`config.mk`:
```
export PLATFORM = sky130hd
export DESIGN_NAME = pe_mac_acc
export DESIGN_NICKNAME = d
export VERILOG_FILES = /design/src/rtl/pe_mac_acc.sv
export SDC_FILE = /design/constraint.sdc
export NUM_CORES = 1
export LEC_CHECK = 0
export CAP_MARGIN = 20
export CORE_AREA = 5 5 243 245
export DETAILED_ROUTE_END_ITERATION = 10
export DIE_AREA = 0 0 248 250
export PLACE_DENSITY = 0.56
export SYNTH_ARGS = -nofsm -noshare
export SYNTH_HDL_FRONTEND = slang
export SYNTH_SLANG_ARGS = --single-unit
```
`constraint.sdc`:
```
create_clock -name clk -period 10 [get_ports clk]
set_input_delay 2 -clock clk [delete_from_list [all_inputs] [get_ports clk]]
set_output_delay 2 -clock clk [all_outputs]
set_load 0.02 [all_outputs]
```
`src/rtl/pe_mac_acc.sv`:
```
// pe_mac_acc: LANES-wide signed multiply, pipelined adder tree, and a
// windowed saturating accumulator. Each beat's valid/first/last tags travel
// through the pipeline alongside its data.
// Optional feature macro: PE_APPROX_EN turns every tree adder into a
// lower-part-OR adder over the low APPROX_BITS bits. The accumulator adder
// is always exact. When the macro is undefined, every adder is exact.
module pe_mac_acc #(
  parameter int LANES       = 4,
  parameter int DW          = 8,
  parameter int ACC_W       = 25,
  parameter int APPROX_BITS = 6
) (
  input  logic                    clk,
  input  logic                    rst,
  input  logic                    in_valid,
  input  logic                    in_first,
  input  logic                    in_last,
  input  logic [LANES*DW-1:0]     ifm,
  input  logic [LANES*DW-1:0]     wgt,
  output logic signed [ACC_W-1:0] p_sum,
  output logic                    out_valid,
  output logic                    ovf
);

  localparam int LVL = $clog2(LANES);
  // Tree values are all kept at the final tree width. Each adder works on
  // sign-extended operands, so its result equals the sign extension of the
  // narrower per-level sum.
  localparam int TW  = 2*DW + LVL;
  // Number of approximated low bits; zero makes the tree adder exact.
  localparam int AB  =
`ifdef PE_APPROX_EN
    APPROX_BITS;
`else
    0;
`endif

  localparam logic signed [ACC_W-1:0] ACC_MAX = {1'b0, {(ACC_W-1){1'b1}}};
  localparam logic signed [ACC_W-1:0] ACC_MIN = {1'b1, {(ACC_W-1){1'b0}}};

  // Tree adder. The low AB bits are OR'ed together. The carry into the exact
  // upper part is the AND of the two operand bits at position AB-1. With
  // AB == 0, this is a plain ripple-carry exact add.
  function automatic logic signed [TW-1:0] tree_add(
    input logic signed [TW-1:0] a,
    input logic signed [TW-1:0] b
  );
    logic [TW-1:0] s;
    logic          c;
    s = '0;
    c = 1'b0;
    for (int i = 0; i < TW; i++) begin
      if (i < AB) begin
        s[i] = a[i] | b[i];
        c    = a[i] & b[i];
      end else begin
        s[i] = a[i] ^ b[i] ^ c;
        c    = (a[i] & b[i]) | (c & (a[i] ^ b[i]));
      end
    end
    return signed'(s);
  endfunction

  logic signed [2*DW-1:0] prod [LANES];
  logic signed [TW-1:0]   tree [LVL+1][LANES];
  logic [LVL:0]           vld;
  logic [LVL:0]           fst;
  logic [LVL:0]           lst;

  logic signed [ACC_W-1:0] acc;
  logic signed [ACC_W-1:0] acc_nxt;
  logic signed [ACC_W-1:0] tsum;
  logic signed [ACC_W:0]   wide;
  logic                    clip;
  logic                    sticky;
  logic                    sticky_nxt;

  // Per-lane signed products at full 2*DW width
  always_comb begin
    for (int k = 0; k < LANES; k++) begin
      prod[k] = (2*DW)'($signed(ifm[k*DW +: DW])) * (2*DW)'($signed(wgt[k*DW +: DW]));
    end
  end

  // Product stage, adder-tree stages, and the tags that travel with them
  always_ff @(posedge clk) begin
    if (rst) begin
      vld <= '0;
      fst <= '0;
      lst <= '0;
      for (int l = 0; l <= LVL; l++) begin
        for (int j = 0; j < LANES; j++) begin
          tree[l][j] <= '0;
        end
      end
    end else begin
      vld[0] <= in_valid;
      fst[0] <= in_valid & in_first;
      lst[0] <= in_valid & in_last;
      for (int l = 1; l <= LVL; l++) begin
        vld[l] <= vld[l-1];
        fst[l] <= fst[l-1];
        lst[l] <= lst[l-1];
      end
      for (int k = 0; k < LANES; k++) begin
        tree[0][k] <= TW'(prod[k]);
      end
      for (int l = 1; l <= LVL; l++) begin
        for (int j = 0; j < LANES; j++) begin
          if (j < (LANES >> l)) begin
            tree[l][j] <= tree_add(tree[l-1][(2*j) % LANES], tree[l-1][(2*j+1) % LANES]);
          end else begin
            tree[l][j] <= '0;
          end
        end
      end
    end
  end

  // Next accumulator value: load on first, otherwise an exact add clipped to the accumulator range
  always_comb begin
    tsum       = ACC_W'(tree[LVL][0]);
    wide       = (ACC_W+1)'(acc) + (ACC_W+1)'(tsum);
    clip       = wide[ACC_W] != wide[ACC_W-1];
    acc_nxt    = acc;
    sticky_nxt = sticky;
    if (fst[LVL]) begin
      acc_nxt    = tsum;
      sticky_nxt = 1'b0;
    end else if (clip) begin
      acc_nxt    = wide[ACC_W] ? ACC_MIN : ACC_MAX;
      sticky_nxt = 1'b1;
    end else begin
      acc_nxt    = wide[ACC_W-1:0];
      sticky_nxt = sticky;
    end
  end

  // Accumulator stage and window result registers; bubbles hold everything
  always_ff @(posedge clk) begin
    if (rst) begin
      acc       <= '0;
      sticky    <= 1'b0;
      p_sum     <= '0;
      ovf       <= 1'b0;
      out_valid <= 1'b0;
    end else begin
      out_valid <= vld[LVL] & lst[LVL];
      if (vld[LVL]) begin
        acc    <= acc_nxt;
        sticky <= sticky_nxt;
        if (lst[LVL]) begin
          p_sum <= acc_nxt;
          ovf   <= sticky_nxt;
        end else begin
          p_sum <= p_sum;
          ovf   <= ovf;
        end
      end else begin
        acc    <= acc;
        sticky <= sticky;
        p_sum  <= p_sum;
        ovf    <= ovf;
      end
    end
  end

endmodule
```
Yosys cells after proc, flatten, opt, wreduce, memory -nomap -nowiden
Memory sizes are Yosys's and may differ from the RTL's.
Cells that the tools add are included.

storage, ports and cells
  bits in registers = 62
  memories = 1
  output and inout port bits = 27
  logic and storage cells = 408
  bits of input ports = 69
  memory bits (writable) = 216

memory list
  name  words  width  read ports  clocked after memory_dff  write ports  line  text
  tree  3      72     3           0                         3            65    logic signed [TW-1:0] tree [LVL+1][LANES];

cells by class
  add/sub/neg operators = 1
  mux-type cells = 125
  equality and inequality tests = 1
  reductions and logical operators = 1
  multiply operators = 4
  bitwise gates (word level) = 267

operator list
  operator          count
  $mux 18           12
  $mux 1            110
  $xor 1x1->1       105
  $and 1x1->1       102
  $mux 25           3
  $mul 8x8->16      4
  $or 1x1->1        60
  $add 25x18->26    1
  $reduce_and 2->1  1
  $ne 1x1->1        1

Depth between registers and ports, before layout
An unclocked memory read counts as a cell.

  word-level depth = 54
  mapped depth = 22
  gate-level depth less buffers = 22

Worst setup path before layout
No wires, ideal clock.

  path kind = register -> register
  start point = mem tree[0][108] in the netlist's numbering
  end point = mem tree[0][215] in the netlist's numbering
  required time = 9.872 ns
  period minus slack after synthesis = 8.029 ns
  path slack = 1.971 ns
  buffers on the path = 0
  stages on the path, launching flop included = 20
  arrival = 7.902 ns
  setup time = 0.128 ns
  cells stage by stage = dfxtp_1 > ha_1 > fa_1 > fa_1 > fa_1 > fa_1 > fa_1 > fa_1 > fa_1 > fa_1 > fa_1 > fa_1 > fa_1 > fa_1 > fa_1 > fa_1 > fa_1 > fa_1 > xnor2_1 > nor2_1

RTL lines
  element          line
  start, declared  65

==> results.cfg <==
[outcome]
status = finished, final reports clean

[route]
dr_wl_met2_mm = 17.9
ant_nets = 0
wl_met1_mm = 17.1
first_pass_iters = 5
wl_per_cell_um = 13.5
drtIter0Drc = 449
vias = 11900
drc = 0
wl_mm = 36.0
wl_met3_um = 716
routed.top_layer = met4
via_per_inst = 4.46

[setup_path]
path_cells = ha_1 > fa_1 > fa_1 > fa_1 > fa_1 > fa_1 > fa_1 > fa_1 > fa_1 > fa_1 > fa_1 > fa_1 > fa_1 > fa_1 > fa_1 > fa_1 > fa_1 > xnor2_1 > nor2_1
endpoint_kind = flip-flop
cp_max_fo = 1
worstSetupPathType = flip-flop to flip-flop
crit_buf_inv = 0
worst_path_max_delay_cell = fa_1
crit_top_cell = fa_1
crit_required_ps = 10290
start_kind = flip-flop
critical-path-top-delay-family = adder cells
crit_path_max_incr_delay_ps = 470
arrival_ps = 8560

[synthesis]
synthCells = 1816
syn_area_sq_um = 17400
ys_warn_count = 0
synth_area_leaders = fa_1 31%, dfxtp_1 21%, ha_1 10%
avgSynthCellArea_sq_um = 9.58
ys_seq_area_share_pct = 20.6
async_flop_share_pct = 0
ys_types = 60
syn_nets = 2299
yosysMostFrequentCell = inv_1
synth_commonest_cells = 290 x inv_1, 270 x fa_1, 179 x dfxtp_1, 148 x and2_1, 144 x ha_1
synth_top_area_cell = fa_1
synth_top_area_share_pct = 31.1
synth-edff-count = 0
synth_top_flop_cell = dfxtp_1
synth_seq_cells = 179

[finish]
multi_input_area_sq_um = 12600
n_antenna_cell = 0
drive_above_1_share_pct = 2.42
num-fill-cells = 5843
fin_util_pct = 34.7
design_area_sq_um = 19800
area_growth_pct = 13.6
final_nets = 2369
seqCellArea_sq_um = 3580

[worst_hold_path]
min_path_type = flip-flop to flip-flop

[global_routing]
grt-ovfl-total = 0
antenna_found_initial = 0
grt_pass1_vias = 13100
gr-usage-all-layers_pct = 12.2
grt_max_degree = 116
grt_pass1_wl_mm = 63.5

[clock_tree]
cts_tree = built
clk_pin_slew_ps = 80
holdBufCountCts = 0
clockBufferDepth = 2
cts_buffers = 17
cts.sinks = 179
clock_latency_ps = 430
cts_htree_levels = 4
cts_root_buffer = clkbuf_16
cts-resized-gates = 0
post_cts_buffers = 0

[pwr]
power.leakage_uw = 0.00880
ir_worst_vdd_mv = 0.112
p_per_area_nw_per_um2 = 209

[die]
num_rows = 88
die_area_sq_um = 62000
die_w_um = 248
die_y_um = 250
start_util_pct = 30.6
core_sq_um = 56900
ios = 96

[sta]
setup-tns-final_ps = 0
setup_viol = 0
slew_headroom_pct = 28.1
clock.fmax_mhz = 121
fin_skew_ps = 15.8
rsz0062_at_grt = false
worstMarginPinSlew_ps = 1080
slew_violations = 0
post-route-min-period_ps = 8270
hold_viol = 0
finalCritPeriodShare_pct = 82.7

[placement]
routabilityCongestion = 0.853
portBuffers = 95
dpl_cell_area_sq_um = 19200
post-dp-hpwl_mm = 29.8

[run]
drv_cap = 0
==> per-stage QoR <==
step | power (uW) | std cells | hold WS [ps] | worst slack [ps]
after global routing | 4630 | 2664 | 453 | 1370
final | 4130 | 2664 | 438 | 1730
after detailed placement | 3510 | 2632 | 424 | 1700
after floorplan | 2950 | 1816 | 414 | 1970
after global placement | 3480 | 2632 | 419 | 1790
after CTS | 4210 | 2664 | 442 | 1660
==> area by class of cell <==
| cell class | count | area share, % |
|---|---|---|
| multi-input combinational | 1300 | 63.5 |
| sequential | 179 | 18.1 |
| inverter | 291 | 5.53 |
| timing repair buffer | 97 | 4.89 |
| tap | 765 | 4.84 |
| clock buffer | 18 | 2.22 |
| clock inverter | 14 | 0.861 |
==> registers in the layout, indices dropped and copies added (netlist names) <==
name	count
out_valid	1
ovf	1
p_sum	25
vld	3
lst	3
tree	117
acc	25
sticky	1
fst	3
==> cell usage in the layout, fill, tap and decap left out, types with 20 or more instances in the layout <==
cell,Yosys,layout
nand2b_1,47,47
a211oi_1,20,20
a21o_1,26,26
nor2b_1,84,84
nor2_1,109,109
xnor2_1,49,49
clkdlybuf4s50_1,0,94
xor2_1,24,24
ha_1,144,144
dfxtp_1,179,179
o21ai_0,36,36
and2_1,148,148
nor3_1,22,22
nand2_1,117,117
inv_1,290,290
fa_1,270,270
a21oi_1,50,50
==> worst register-to-register path, delay by kind of cell, from the launching register on <==
kind / cells / cell delay (ps)
xor gates and xnor gates: 1 / 190
and+or+nand+nor: 1 / 60
adders and majority gates: 17 / 7570
DFF: 1 / 310
==> kinds of logic (layout without fill, tap and decap cells) <==
group	Yosys count	count (layout)	synth area share [%]
xor gates and xnor gates	73	73	3.67
buffers and inverters	337	420	7.30
adders and majority gates	414	414	41.4
DFF	179	179	20.6
and+or+nand+nor	575	575	17.5
muxes	1	1	0.0647
AOI/OAI and AO/OA	237	237	9.48
==> metal layers <==
layer  global-route usage [%]  vias up
met3                     1.33       16
met1                     16.7     5833
li1                         -     5909
met5                        0        -
met2                     21.2      120
met4                     2.03        0
==> final timing paths <==
check,from,endpoint,slack (ps),cells after the start
setup / recovery,tree[0][108],tree[0][215],1730,19
hold / removal,lst[0],lst[1],440,1
hold reg to reg,lst[0],lst[1],440,1
setup reg to reg,tree[0][108],tree[0][215],1730,19
==> power breakdown <==
group | internal [uW] | total (uW) | leakage, uW | switching (uW)
sequential | 895 | 1010 | 0.00147 | 115
clock | 348 | 679 | 0.000292 | 331
combinational | 1140 | 2440 | 0.00703 | 1300
total | 2380 | 4130 | 0.00880 | 1750
Power figures use the tool's default switching activity.
==> patch (config.mk and constraints unchanged) <==
Change the parameter `ACC_W` from 25 to 33.
--- a/src/rtl/pe_mac_acc.sv
+++ b/src/rtl/pe_mac_acc.sv
@@ -7,7 +7,7 @@
 module pe_mac_acc #(
   parameter int LANES       = 4,
   parameter int DW          = 8,
-  parameter int ACC_W       = 25,
+  parameter int ACC_W       = 33,
   parameter int APPROX_BITS = 6
 ) (
   input  logic                    clk,
Ports: changed (resized p_sum); port bits go from 96 to 104. The function was not compared with the original's and may differ.
==> patch against the original RTL <==
Cell area up 5.5%. Setup slack better by 0.051 ns. Total power up 6.4%. Routed wire length up 15%. Sequential cell count up 16. Synthesized area up 5.8%. First-iteration DRC count up 8.0%. Non-clock buffer count up 11.
==> patch: results (changes against the original RTL) <==
- Status: finished, final reports clean
- Register area share after synthesis: 21.2% (+0.61 points)
- Peak VDD IR: 0.000134 V (+19%)
- Met2 Use GR: 24.1% (+2.9 points)
- M1 GR Usage: 17.6% (+0.91 points)
- Unique masters post-synth: 70 (+17%)
- Slew HR: 32.8% (+4.8 points)
- Initial DRC Count: 485 (+8.0%)
- Worst-Skew Late Latency: 0.45 ns (+0.02 ns)
- CTS buffer count: 17 (unchanged)
- Largest net degree at the start of global routing: 84 (-28%)
- Syn Nets: 2,406 (+4.7%)
- WP data arrival: 8.54 ns (-0.02 ns)
- Share of post-route cells with drive strength above 1: 3.15% (+0.73 points)
- Commonest cells in the synthesized netlist: inv_1, fa_1, dfxtp_1, and2_1, ha_1
- GRT Overall Usage: 13.6% (+1.4 points)
- Yosys warns: 0 (unchanged)
- Vias in the first global route: 14,000 (+7.5%)
- PortBufs: 103 (+8.4%)
- DR vias: 12,900 (+8.7%)
- Dpl hpwl: 33,700 um (+13%)
- Leak: 9.32 nW (+6.0%)
- Largest cells by area after synthesis: fa_1, dfxtp_1, ha_1, inv_1, and2_1
- Clk_skew: 0.0191 ns (+0.00330 ns)
- Residual DRC count: 0 (unchanged)
- Largest registers: tree (117), acc (33), p_sum (33)
- Global-route wire length before repair: 69,400 um (+9.3%)
- TritonRoute pass-1 iters: 5 (unchanged)
- Yosys top cell area share: 29.4% (-1.7 points)
- Fillers: 5,724 (-2.0%)
- Wire per inst: 14.9 um (+10%)
- RePlAce Congestion: 0.883 (+3.6%)
- Met3 usage: 1.40% (+0.075 points)
==> patch: power by group <==
part / internal, mW / total (mW) / switching (mW)
Combinational: 1.17 / 2.58 / 1.40
Sequential: 0.959 / 1.08 / 0.119
Clock: 0.357 / 0.739 / 0.382
==> patch: area by class of cell <==
class	count	area share, %
Clock buffer	17	2.04
Clock inverter	15	1.09
Inverter	293	5.27
Multi-Input combinational cell	1373	63.2
Sequential cell	195	18.7
Tap cell	765	4.59
Timing Repair Buffer	108	5.11
==> patch: path summary, 6_finish.rpt <==
check	cells after the start	end	slack [ns]	from
worst max-delay path	19	tree[0][215]	1.78	tree[0][108]
worst max register to register	19	tree[0][215]	1.78	tree[0][108]
worst min-delay path	1	lst[2]	0.44	lst[1]
worst min register to register	1	lst[2]	0.44	lst[1]
==> patch: cells by family after synthesis <==
| family | count (synthesis) | share of synthesized area, % |
|---|---|---|
| and+or+nand+nor | 578 | 16.6 |
| AOI/OAI and AO/OA | 278 | 10.7 |
| DFF | 195 | 21.2 |
| muxes | 2 | 0.122 |
| buffers and inverters | 347 | 7.22 |
| xor gates and xnor gates | 93 | 4.42 |
| adders and majority gates | 422 | 39.7 |
==> patch: through the flow <==
stage / instances / hold WS [ns] / cell area (sq um) / power, mW / utilization, %
final: 2766 / 0.444 / 20900 / 4.39 / 36.6
after global routing: 2766 / 0.460 / 20900 / 4.89 / 36.6
after CTS: 2765 / 0.452 / 20900 / 4.49 / 36.6
after detailed placement: 2733 / 0.430 / 20200 / 3.73 / 35.5
after global placement: 2732 / 0.429 / 20200 / 3.69 / 35.5
after floorplan: 1915 / 0.414 / 18400 / 3.09 / -
==> patch: layer usage <==
metal | vias to the layer above | routed length (um)
li1 | 6252 | -
met1 | 6419 | 18400
met2 | 187 | 20800
met3 | 49 | 1160
met4 | 0 | 843
met5 | - | 0
